File: src/rtl/pipe_skid_buffer_pkg.sv
// rtl/pipe_skid_buffer_pkg.sv - shared SM4 constants and skid-buffer occupancy encoding
package pipe_skid_buffer_pkg;

    localparam int SM4_BLOCK_W = 128;

    typedef enum logic [1:0] {
        ST_EMPTY = 2'd0,
        ST_ONE   = 2'd1,
        ST_FULL  = 2'd2
    } skid_state_t;

endpackage

File: src/rtl/pipe_skid_buffer.sv
// rtl/pipe_skid_buffer.sv - two-entry skid buffer that turns downstream backpressure into a registered upstream stall
module pipe_skid_buffer
    import pipe_skid_buffer_pkg::*;
#(
    parameter int WIDTH = SM4_BLOCK_W,
    parameter int CNT_W = 16
) (
    input  logic             clk,
    input  logic             rst_n,
    input  logic             in_valid,
    input  logic [WIDTH-1:0] in_data,
    output logic             stall,
    output logic             out_valid,
    output logic [WIDTH-1:0] out_data,
    input  logic             out_ready,
    output logic [CNT_W-1:0] stall_cnt
);

    skid_state_t      r_state;
    logic [WIDTH-1:0] r_main;
    logic [WIDTH-1:0] r_skid;
    logic             r_stall;
    logic [CNT_W-1:0] r_cnt;

    logic w_accept;
    logic w_xfer;

    assign w_accept = in_valid && !r_stall;
    assign w_xfer   = out_valid && out_ready;

    assign out_valid = (r_state != ST_EMPTY);
    assign out_data  = r_main;
    assign stall     = r_stall;
    assign stall_cnt = r_cnt;

    // stall is set/cleared alongside the FULL transitions so it never depends on out_ready combinationally
    always_ff @(posedge clk or negedge rst_n) begin
        if (!rst_n) begin
            r_state <= ST_EMPTY;
            r_main  <= '0;
            r_skid  <= '0;
            r_stall <= 1'b0;
            r_cnt   <= '0;
        end else begin
            case (r_state)
                ST_EMPTY: begin
                    if (w_accept) begin
                        r_main  <= in_data;
                        r_state <= ST_ONE;
                    end
                end
                ST_ONE: begin
                    if (w_accept && w_xfer) begin
                        r_main <= in_data;
                    end else if (w_accept) begin
                        r_skid  <= in_data;
                        r_state <= ST_FULL;
                        r_stall <= 1'b1;
                    end else if (w_xfer) begin
                        r_state <= ST_EMPTY;
                    end
                end
                ST_FULL: begin
                    if (w_xfer) begin
                        r_main  <= r_skid;
                        r_state <= ST_ONE;
                        r_stall <= 1'b0;
                    end
                end
                default: begin
                    r_state <= ST_EMPTY;
                    r_stall <= 1'b0;
                end
            endcase

            if (r_stall && (r_cnt != {CNT_W{1'b1}})) begin
                r_cnt <= r_cnt + {{(CNT_W-1){1'b0}}, 1'b1};
            end
        end
    end

endmodule

File: config.mk
export PLATFORM = sky130hd
export DESIGN_NAME = pipe_skid_buffer
export DESIGN_NICKNAME = d
export VERILOG_FILES = /design/src/rtl/pipe_skid_buffer_pkg.sv /design/src/rtl/pipe_skid_buffer.sv
export SDC_FILE = /design/constraint.sdc
export NUM_CORES = 1
export LEC_CHECK = 0
export CORE_MARGIN = 8
export CORE_UTILIZATION = 25
export DETAILED_ROUTE_END_ITERATION = 8
export DONT_BUFFER_PORTS = 1
export GPL_TIMING_DRIVEN = 0
export PLACE_DENSITY = 0.42
export SLEW_MARGIN = 30
export SYNTH_ARGS = -nofsm -noshare
export SYNTH_HDL_FRONTEND = slang
export SYNTH_SLANG_ARGS = --single-unit
File: constraint.sdc
create_clock -name clk -period 2 [get_ports clk]
set_input_delay 0 -clock clk [delete_from_list [all_inputs] [get_ports clk]]
set_output_delay 0 -clock clk [all_outputs]
set_load 0.1 [all_outputs]
==> impl.org, run 1 <==
** Pwr
- The analysis attributes to cell leakage a power of 6.98 nW.
- Pwr/cell area :: 1670 mW/mm^2
- Across the VDD grid, the largest voltage drop is 1120 uV.

** Floorplan
- Core area :: 0.0461 mm^2
- Top-Level Pins :: 278
- Effective utilization at floorplan :: 25.1%
- After floorplanning, the core was divided into 79 placement rows.
- Total Die Area :: 0.0534 mm^2
- Die height :: 231 um
- Die outline width :: 231 um

** Timing
- Hold Vio Cnt, Final :: 276
- Setup violations remaining at the end of the flow were counted as 118.
- RSZ-0062 raised after global routing :: yes
- Setup clock skew after layout :: 0.0136 ns
- The max-slew violation count came to 0.
- The final critical path takes up 103% of the cycle.
- For the pin with the worst max-slew slack, the measured transition is 1.06 ns.
- Hold_ws :: -0.814 ns
- The worst path in the final design needs a cycle of 2.07 ns, including I/O delays and setup.
- Setup WS post-layout :: -0.0690 ns
- Headroom to the max-slew limit came out at 29.2%.
- F_max :: 483 MHz

** Logic synthesis
- Post-synth top flop :: dfrtp_1
- After synthesis the cells add up to 0.0116 mm^2.
- Yosys mapped the design onto 36 distinct sky130hd cell types.
- In the synthesized netlist, the number of instances is 915.
- Asr flop ratio synth :: 100%
- Mean area per synthesized cell :: 12.6 um^2
- The synthesized design contains 0 enable-type register cells.
- After synthesis, flip-flops and latches occupy 59.5% of the total area.
- Counting flops and latches in the post-synthesis netlist gives 275.
- Synthesis produced a netlist with a net count of 1048.
- For this run, the number of Yosys warnings is 0.

** Job
- Number of max-cap violations :: 0

** Worst setup path
- The most numerous cell type found on the critical path is buf_12.
- Cell-by-cell trace of the critical path :: nand2b_4, nor3b_4, buf_6, buf_12, buf_12, mux2_2
- Data arrives at the worst endpoint at 2.48 ns.
- Cell type group with the largest total delay on the critical path :: flip-flops
- Worst Path Buf+Inv :: 3
- For this design, the slowest cell found on the critical path is dfrtp_4.
- Data required time at the worst endpoint :: 2.41 ns
- Reg2reg path depth :: 6
- STA classifies the critical path startpoint as a flop.
- Stage delay of the slowest cell on the critical path :: 0.66 ns
- The worst setup path is captured at a flop.
- Worst path depth :: 6
- The worst setup path is of the reg -> reg kind.
- Maximum fanout count along the critical path :: 10

** Routing
- After detailed routing, the number of remaining DRC violations is 0.
- Across all layers, the routed design uses 7848 vias.
- DR iter-0 viols :: 312
- Before antenna repair, the detailed router went through 4 iterations.
- Final antenna-violating net count :: 0
- The final layout contains routed wiring with a total length of 37600 um.
- Dividing the detail-routed wire length by the instance count gives 21.5 um.
- Average vias per placed instance :: 4.49

** CTS
- The later pin in the worst-skew pair is clocked with a latency of 0.53 ns.
- TritonCTS built the clock tree.
- In this run the number of H-tree levels came out at 2.
- TritonCTS created 35 clock buffers.
- After clock tree synthesis, the clock-pin slew on the worst setup and hold paths is 0.06 ns.
- Buffers inserted to repair hold after CTS numbered 131.
- The clock passes through at most 3 buffers.
- CTS root buffer :: clkbuf_16
- Clock tree synthesis found a total of 275 sinks.

** Placement
- After detailed placement, the total cell area comes to 0.0124 mm^2.
- Placed wire-length estimate after detailed placement :: 23100 um
- At the end of routability-driven placement, the weighted congestion stood at 0.747.
- Place WS :: -0.665 ns
- Once placement completed, the tool counted placed cells totaling 1522.
- Input/output buffers :: 0

** Global route
- Total overflow reported by the global router :: 0
- Global-route wire length before repair :: 54500 um
- The via count of the first global-routing pass came to 8357.
- GRT Resource Usage Total :: 13.1%
- Entering global routing, the biggest net connects 276 pins.
- The initial antenna violation count is 2.

** Status
- Failing checks :: hold timing, setup timing
- The run finished, with violations left.

** Cells and area
- The library cell used most frequently in the layout, excluding fill and tap cells, is dfrtp_1.
- In the layout the commonest cells are 257 x dfrtp_1, 130 x dlygate4sd3_1, 128 x mux2i_1, 97 x mux2_4, 91 x a21oi_1.
- Post-route cell area :: 0.0169 mm^2
- Once layout is complete, the cells apart from fillers number 1747.
- Fraction of final layout cells sized beyond drive strength 1 :: 36.1%
- Relative to the synthesized area, the layout overhead comes to 46.5%.
- Net count, final :: 1247
- Fill cell instance count of the final layout :: 4537
- Final Util :: 36.8%

** Worst hold path
- The worst hold path belongs to the class in -> async.
-- logic make-up after synthesis --
group / Yosys count / share of synthesized area [%]
compound gates: 139 / 6.37
xor+xnor: 14 / 1.06
fa+ha+maj: 1 / 0.108
buf+inv: 61 / 2.85
flops: 275 / 59.5
mux: 257 / 23.6
simple gates: 168 / 6.44
-- through the flow --
stage	power [mW]	hold WS, ns	setup TNS (ns)
CTS	27.9	-0.867	-7.36
global route	29.3	-0.847	-13.57
detailed placement	20.7	-0.283	-131.89
finish	28.2	-0.814	-5.19
floorplan	19.7	-0.296	-0.00304
global placement	20.6	-0.283	-135.65
-- synthesized netlist by cell type, types with 3 or more instances --
library cell  number  share of area (%)
xor2_1            11               0.83
a21oi_1          131                5.7
buf_4             12               0.78
nand3_1            6               0.26
buf_2             44                1.9
nor2_1           135                4.4
mux2_2           129                 13
dfrtp_1          275                 60
mux2i_1          128                 11
xnor2_1            3               0.23
nor3_1             5               0.22
inv_1              3              0.097
nand2_1            6               0.19
-- repair_timing --
item                                   CTS  global route
setup endpoints to repair              267           257
cloned                                   1            21
endpoints found under the hold margin  534           276
setup buffers                           10             1
pin swaps                                4             6
resized for setup                      197           202
-- area by class of cell --
type                    instances  area [um^2]  area share, %
diodes                          1         2.50         0.0148
flip-flops and latches        275         6950           41.0
plain buffers                  57          826           4.88
multi-input cells             579         5230           30.9
clock buffers                  54         1090           6.43
clock inverters                 8          119          0.702
inverters                       3         11.3         0.0665
well taps                     607          759           4.48
repair buffers                163         1950           11.5
-- flip-flops by register name, summed over array words and instances, names as in the netlist --
register,flops
stall_cnt,16
r_state,2
r_skid,128
out_data,128
stall,1
-- per-layer routing --
layer / up-vias / wire, um / GRT usage, %
met5: - / 10 / 0
met4: 2 / 967 / 4.87
met3: 57 / 2630 / 4.41
met2: 182 / 17700 / 20.5
met1: 3991 / 16300 / 16.7
li1: 3616 / - / -
-- final timing paths --
check	from	slack (ns)	endpoint
setup reg to reg	stall$_DFFE_PN0P_	-0.07	r_skid[35]$_DFFE_PN0P_
hold / removal	rst_n	-0.81	out_data[117]$_DFFE_PN0P_
min in group clk	in_valid	-0.10	r_state[0]$_DFFE_PN0P_
setup / recovery	stall$_DFFE_PN0P_	-0.07	r_skid[35]$_DFFE_PN0P_
hold reg to reg	r_skid[124]$_DFFE_PN0P_	0.50	r_skid[124]$_DFFE_PN0P_
max in group asynchronous	rst_n	2.34	out_data[48]$_DFFE_PN0P_
-- power breakdown --
group / leakage [nW] / switching, mW / internal (mW)
Combinational: 2.99 / 0.984 / 1.64
Clock: 0.598 / 2.43 / 4.13
Sequential: 3.40 / 12.0 / 7.00
(Power assumes the default switching activity.)
==> inputs of run 2 (changes only) <==
==> constraint.sdc (replaced) <==
create_clock -name clk -period 2 [get_ports clk]
set_input_delay 0.2 -clock clk [delete_from_list [all_inputs] [get_ports clk]]
set_output_delay 0.2 -clock clk [all_outputs]
set_load 0.1 [all_outputs]
==> run 2 against run 1 <==
The run still ends with hold timing, setup timing left. Final cell count is essentially flat. First-iteration DRC count grew 2.6%. Critical path depth unchanged. Register-to-register slack hardly changed. Core utilization decreased by 0.77 points. Global-route usage is essentially flat. Sequential cell count is the same. Critical path type unchanged. Critical endpoint unchanged.
==> impl.org, run 2 (synthesized netlist as in run 1, its figures left out) <==
** Routing
- After detailed routing, the number of remaining DRC violations is 0.
- The count of nets left with antenna violations once routing finished came out at 0.
- WL/cell :: 21.4 um
- The first routing iteration left 320 violations.
- Dividing the detail-routed via count by the number of cells gives 4.47.
- The detailed router placed 7808 vias in this run.
- The first detailed-routing pass took 4 iterations.
- The routed design has 37400 um of wire.

** Cells and area
- Fraction of final layout cells sized beyond drive strength 1 :: 31.3%
- Post-route cell area :: 0.0166 mm^2
- Net count, final :: 1246
- Post-synthesis to final-layout area growth :: 43.4%
- The library cell used most frequently in the layout, excluding fill and tap cells, is dfrtp_1.
- Most used cells in the layout excluding fill and tap cells :: 257 x dfrtp_1, 130 x dlygate4sd3_1, 128 x mux2i_1, 120 x a21oi_1

** Worst setup path
- STA puts the critical path data arrival time at 2.48 ns.
- STA classifies the critical path startpoint as a flop.
- The worst register-to-register path has a depth of 6.
- Kind of end point of the critical path :: flop
- Critical setup path kind :: reg -> reg
- Data required time at the worst endpoint :: 2.41 ns
- Of all nets on the critical path, the largest fanout is 10.

** CTS
- Hold bufs inserted after CTS :: 130
- TritonCTS sink count :: 275
- No sink is reached through more buffers than the 3 on the longest clock path.
- Skew-Pair Late Insertion Delay :: 0.53 ns
- CTS built an H-tree with a depth of 2.
- Counting the buffers created by CTS gives 35.
- TritonCTS built the clock tree.
- Clock tree synthesis selected as its root buffer the cell clkbuf_16.
- After clock tree synthesis, the clock-pin slew on the worst setup and hold paths is 0.06 ns.

** Timing
- Setup clock skew after layout :: 0.0125 ns
- Timing would allow up to 482 MHz.
- Setup WS post-layout :: -0.0726 ns
- RSZ-0062 raised after global routing :: yes
- Adding up every negative setup slack in the final design gives -5.68 ns.
- At the pin with the least slew margin, the transition time is 1.03 ns.
- Setup violations remaining at the end of the flow were counted as 118.
- Hold_ws :: -0.613 ns
- The max-slew violation count came to 0.
- Dividing the final minimum period by the clock period gives 104%.
- The routed design could run at a clock period as short as 2.07 ns.
- The number of hold violations in the final report is 275.
- In this run the tightest slew margin relative to its limit is 31.6%.

** Pwr
- The worst-case IR drop observed on VDD is 1110 uV.
- Leakage power summed over all cells :: 6.93 nW
- Sequential cells account for 68.0% of the total power.
- Switching power as a share of total power :: 54.9%
- Part of the total power dissipated in the clock network :: 23.6%
- Portion of total power attributed to combinational logic :: 8.4%
- Pwr/cell area :: 1680 mW/mm^2
- Internal power comes to 12.5 mW.
- Summed over all nets, the switching power comes to 15.3 mW.

** Placement
- Summing all placed instances gives a cell area of 0.0124 mm^2.
- Routability-driven placement finished with a final weighted congestion of 0.747.
- Place WS :: -0.665 ns
- The HPWL after detailed placement is 23100 um.
- Input/output buffers :: 0

** Floorplan
- The core region is 0.0461 mm^2.
- Row generation in the floorplan step produced 79 rows.
- Die outline width :: 231 um
- Effective utilization at floorplan :: 25.1%
- Die height :: 231 um
- During I/O placement, the number of pins put on the boundary was 278.
- The die covers 0.0534 mm^2.

** Worst hold path
- Classification of the worst-slack hold path :: in -> async

** Global route
- Global-route wire length before repair :: 54400 um
- Largest net degree at the start of global routing :: 276
- Number of antenna violations at the first check in global routing :: 2
- GRT Resource Usage Total :: 13.1%
- The total overflow left after global routing is 0.
- Number of global-route vias before repair :: 8344

** Job
- Max-cap violations in this run came to 0.

** Status
- The flow ran to the end, but the final reports show violations.
- Failing checks :: hold timing, setup timing
[run 2: cell count changes in the layout (fill, tap and decap cells not counted), sizes merged]
| cell | previous run | this run |
|---|---|---|
| buf | 68 | 69 |
| clkbuf | 76 | 74 |
[run 2: routing by layer]
layer / up-vias / track usage, % / routed length (um) / share of wire (%)
met5: - / 0 / 13 / 0.035
met1: 3961 / 16.7 / 16400 / 44
met2: 182 / 20.5 / 17500 / 47
li1: 3609 / - / - / -
met3: 54 / 4.41 / 2540 / 6.8
met4: 2 / 4.77 / 888 / 2.4
[run 2: power by group through the flow]
stage | Sequential, mW | Clock (mW) | Combinational (mW)
2_1_floorplan | 18.2 | 0 | 1.55
3_3_place_gp | 18.9 | 0 | 1.69
3_5_place_dp | 18.9 | 0 | 1.76
4_1_cts | 18.9 | 6.85 | 2.14
5_1_grt | 19.2 | 7.01 | 2.69
6_report | 18.9 | 6.56 | 2.32
[run 2: critical path, cell delays in order (launching register included)]
cell	delay [ns]
dfrtp_4	0.66
nand2b_4	0.25
nor3b_4	0.25
buf_6	0.14
buf_12	0.15
buf_12	0.16
mux2_2	0.33
[run 2: layout make-up]
type / count / area, um^2
Multi-Input combinational cell: 579 / 4940
Sequential cell: 275 / 6950
Antenna cell: 1 / 2.50
Clock buffer: 54 / 1090
Fill cell: 4557 / 29500
Inverter: 3 / 11.3
Buffer: 57 / 786
Tap cell: 607 / 759
Clock inverter: 8 / 119
Timing Repair Buffer: 162 / 1930
[run 2: timing repair]
item	CTS	global route
pin swaps	4	6
cloned	1	20
endpoints found under the hold margin	534	275
buffers inserted	10	1
resized for setup	197	113
setup endpoints to repair	267	250
[run 2: through the flow]
step	hold WS (ns)	utilization, %	power [mW]	std cells
6_report	-0.613	36.0	27.8	1746
5_1_grt	-0.647	36.0	28.9	1745
4_1_cts	-0.667	34.0	27.9	1724
3_5_place_dp	-0.0835	26.8	20.7	1522
3_3_place_gp	-0.0834	26.8	20.6	1522
2_1_floorplan	-0.0956	-	19.7	915
[run 2: final timing paths]
check | from | end | slack, ns
max | stall$_DFFE_PN0P_ | r_skid[35]$_DFFE_PN0P_ | -0.07
min | rst_n | out_data[117]$_DFFE_PN0P_ | -0.61
max reg2reg | stall$_DFFE_PN0P_ | r_skid[35]$_DFFE_PN0P_ | -0.07
min reg2reg | r_skid[10]$_DFFE_PN0P_ | r_skid[10]$_DFFE_PN0P_ | 0.50
max in group asynchronous | rst_n | r_skid[38]$_DFFE_PN0P_ | 2.10
min in group clk | in_valid | r_state[0]$_DFFE_PN0P_ | 0.10
==> inputs of run 3 (changes only) <==
ABC_AREA = 1   (was default)
==> run 3 against run 2 <==
Non-clock buffer count down 3. Critical path depth down 4. Die area up 3.0%. Critical path type is now reg -> out. Core utilization down 3.4 points. The run ends with hold timing left. Register-to-register slack better by 0.18 ns. Global-route usage up 1.7 points. Worst hold slack worse by 0.012 ns. Final cell count up 27%. Area after synthesis up 3.2%.
==> impl.org, run 3 <==
** Status
- Run status :: finished with violations
- Failing checks :: hold timing

** Timing
- Setup-failing EPs final :: 0
- For the pin with the worst max-slew slack, the measured transition is 1.02 ns.
- Hold Vio Cnt, Final :: 275
- Max-slew violation total from the final report :: 0
- Between clock sinks in the finished design, the worst skew comes to 0.0171 ns.
- Setup repair after global routing could not meet its margin everywhere.
- Adding up every negative setup slack in the final design gives 0 ns.
- F_max :: 526 MHz
- Hold_ws :: -0.625 ns
- Tightest slew margin relative to the limit :: 32.1%
- Time the worst path needs with I/O delays and setup :: 1.90 ns
- Portion of the clock cycle consumed by the worst path in the final layout :: 95.0%

** Logic synthesis
- The synthesized design contains 275 register bits.
- Syn_nets :: 1546
- Post-synthesis instance total :: 1413
- For this run, the leading register cell type out of synthesis is dfrtp_1.
- Post-synth top area cell :: dfrtp_1
- During synthesis, Yosys emitted a total of 0 warnings.
- Summing every instance area after synthesis gives 0.0119 mm^2.
- In this run the mean area of a mapped cell was 8.44 um^2.
- Number of enable flip-flop cells after synthesis :: 0
- Distinct cell type count after synthesis :: 22
- Yosys instantiated no cell more often than nand2_1.
- Fraction of synthesized cell area taken by the top area cell type :: 57.7%
- Ranked by total cell area, the synthesized netlist is headed by dfrtp_1 58%, nand2_1 14%, o21ai_0 11%.
- The commonest cells after synthesis are 451 x nand2_1, 275 x dfrtp_1, 268 x o21ai_0.
- In the synthesized netlist the async set-or-reset flop fraction comes to 100%.
- Sequential elements use 57.7% of the synthesized area.

** Floorplan
- From left edge to right edge, the die measures 234 um.
- Standard-cell rows :: 80
- Total Die Area :: 0.0550 mm^2
- Effective utilization at floorplan :: 25.1%
- Top-Level Pins :: 278
- In this run the vertical extent of the chip is 234 um.
- The region available for standard cell placement spans 0.0474 mm^2.

** Routing
- Number of detailed-routing iterations run before antenna repair :: 5
- In the routed design, unresolved DRC markers number 0.
- Detailed routing inserted a total of 9880 vias.
- Final antenna-violating net count :: 0
- After the first detailed-routing iteration, the DRC count stood at 547.
- Wire length reported by the detailed router :: 40700 um
- Average vias per placed instance :: 4.44
- Dividing the detail-routed wire length by the instance count gives 18.3 um.

** Cells and area
- Post-synthesis to final-layout area growth :: 29.5%
- Net count, final :: 1715
- In the layout the commonest cells are 449 x nand2_1, 256 x dfrtp_1, 255 x o21ai_0, 151 x inv_1, 136 x o21ai_1.
- Counting the fill cells in the layout gives 4988.
- The post-route netlist has 10.5% of its cells at a drive strength greater than 1.
- Commonest non-fill, non-tap cell in the layout :: nand2_1

** Worst setup path
- Worst EP arrival :: 1.70 ns
- At the worst endpoint, the required time is 1.80 ns.
- Critical setup path kind :: reg -> out
- Element type at the critical path start :: flop
- STA classifies the critical path endpoint as an output port.
- Maximum fanout count along the critical path :: 5

** Placement
- The wire-length estimate of the detail-placed layout is 27200 um.
- Input/output buffers :: 0
- The congestion estimate from routability-driven global placement came to 0.797.

** Job
- Number of max-cap violations :: 0

** CTS
- Number of buffers created by CTS :: 35
- TritonCTS built the clock tree.
- The H-tree was split into 2 levels.
- In this run the clock root is driven by a clkbuf_16.
- Clock transition at path regs :: 0.06 ns
- TritonCTS sink count :: 275
- In this run the deepest clock path goes through 3 buffers.
- In this run, post-CTS hold repair placed 130 buffers.
- Clock latency on the worst-skew pair, taken at its later pin, is 0.53 ns.

** Worst hold path
- Classification of the worst-slack hold path :: in -> async

** Global route
- Total overflow reported by the global router :: 0
- Largest net degree at the start of global routing :: 276
- The first global-routing pass estimated 62600 um of wire.
- The initial antenna violation count was 7.
- Number of global-route vias before repair :: 10200
- Global routing consumed, over all layers together, 14.8% of the routing resources.
run 3: cell types whose count changed in the layout (fill, tap and decap cells not counted), sizes merged, moves of 111 or more:
cell / previous run / this run
nand2: 6 / 456
o21ai: 2 / 391
mux2: 129 / 0
inv: 3 / 153
mux2i: 128 / 0
nor2: 135 / 24
a21oi: 131 / 0
run 3: worst paths after layout:
path	startpoint	to	slack, ns	cells past startpoint
max reg2reg	stall$_DFFE_PN0P_	out_data[26]$_DFFE_PN0P_	0.11	10
min in group clk	in_valid	stall$_DFFE_PN0P_	0.08	5
min reg2reg	r_skid[44]$_DFFE_PN0P_	r_skid[44]$_DFFE_PN0P_	0.48	2
min	rst_n	out_data[65]$_DFFE_PN0P_	-0.62	0
max in group asynchronous	rst_n	r_skid[113]$_DFFE_PN0P_	2.10	0
max	r_state[0]$_DFFE_PN0P_	out_valid	0.1	2
run 3: area by class of cell:
class / count / area [um^2] / share of cell area, %
diodes: 5 / 12.5 / 0.0810
clock inverters: 8 / 143 / 0.923
repair buffers: 132 / 1330 / 8.63
inverters: 153 / 577 / 3.73
flip-flops and latches: 275 / 6940 / 44.9
multi-input cells: 901 / 4020 / 26.0
clock buffers: 53 / 1080 / 6.97
plain buffers: 84 / 583 / 3.77
well taps: 615 / 769 / 4.98
run 3: repair_timing:
action,CTS,global route
setup buffers,0,1
resized for setup,38,54
gates cloned,0,1
setup endpoints to repair,268,256
hold endpoints to repair,534,275
pin swaps,0,1
run 3: per-stage QoR:
stage | std cells | cell area, um^2 | utilization [%] | setup slack, ns
after floorplan | 1413 | 11900 | - | 0.0152
after global placement | 2028 | 12700 | 26.8 | -0.578
final | 2226 | 15400 | 32.6 | 0.0999
after CTS | 2219 | 15300 | 32.3 | 0.00413
after global routing | 2225 | 15400 | 32.6 | -0.00839
after detailed placement | 2028 | 12700 | 26.8 | -0.588
run 3: cells by family (layout without fill, tap and decap cells):
group	count (synthesis)	after routing	synth area share [%]
XOR/XNOR	2	2	0.147
other	0	5	0
AND/OR/NAND/NOR	504	504	16.5
adder cells (fa/ha/maj)	1	1	0.105
buffers and inverters	237	430	9.00
AO/OA/AOI/OAI	394	394	16.6
flip-flops	275	275	57.7
run 3: worst max-delay path, stage by stage (launching register included):
cell	delay, ns
dfrtp_1	0.42
nor2_1	0.08
inv_1	0.66
run 3: metal layers:
| layer | wire length (um) | vias to the layer above | part of all wire (%) | GRT usage [%] |
|---|---|---|---|---|
| met5 | 27 | - | 0.066 | 0 |
| met4 | 811 | 4 | 2.0 | 4.44 |
| met3 | 3210 | 48 | 7.9 | 5.04 |
| met2 | 18600 | 245 | 46 | 23.4 |
| met1 | 18000 | 4729 | 44 | 18.9 |
| li1 | - | 4854 | - | - |
Power of run 3 is not shown: default switching activity piles up to over one toggle a cycle in this logic, so the estimate is an artifact.
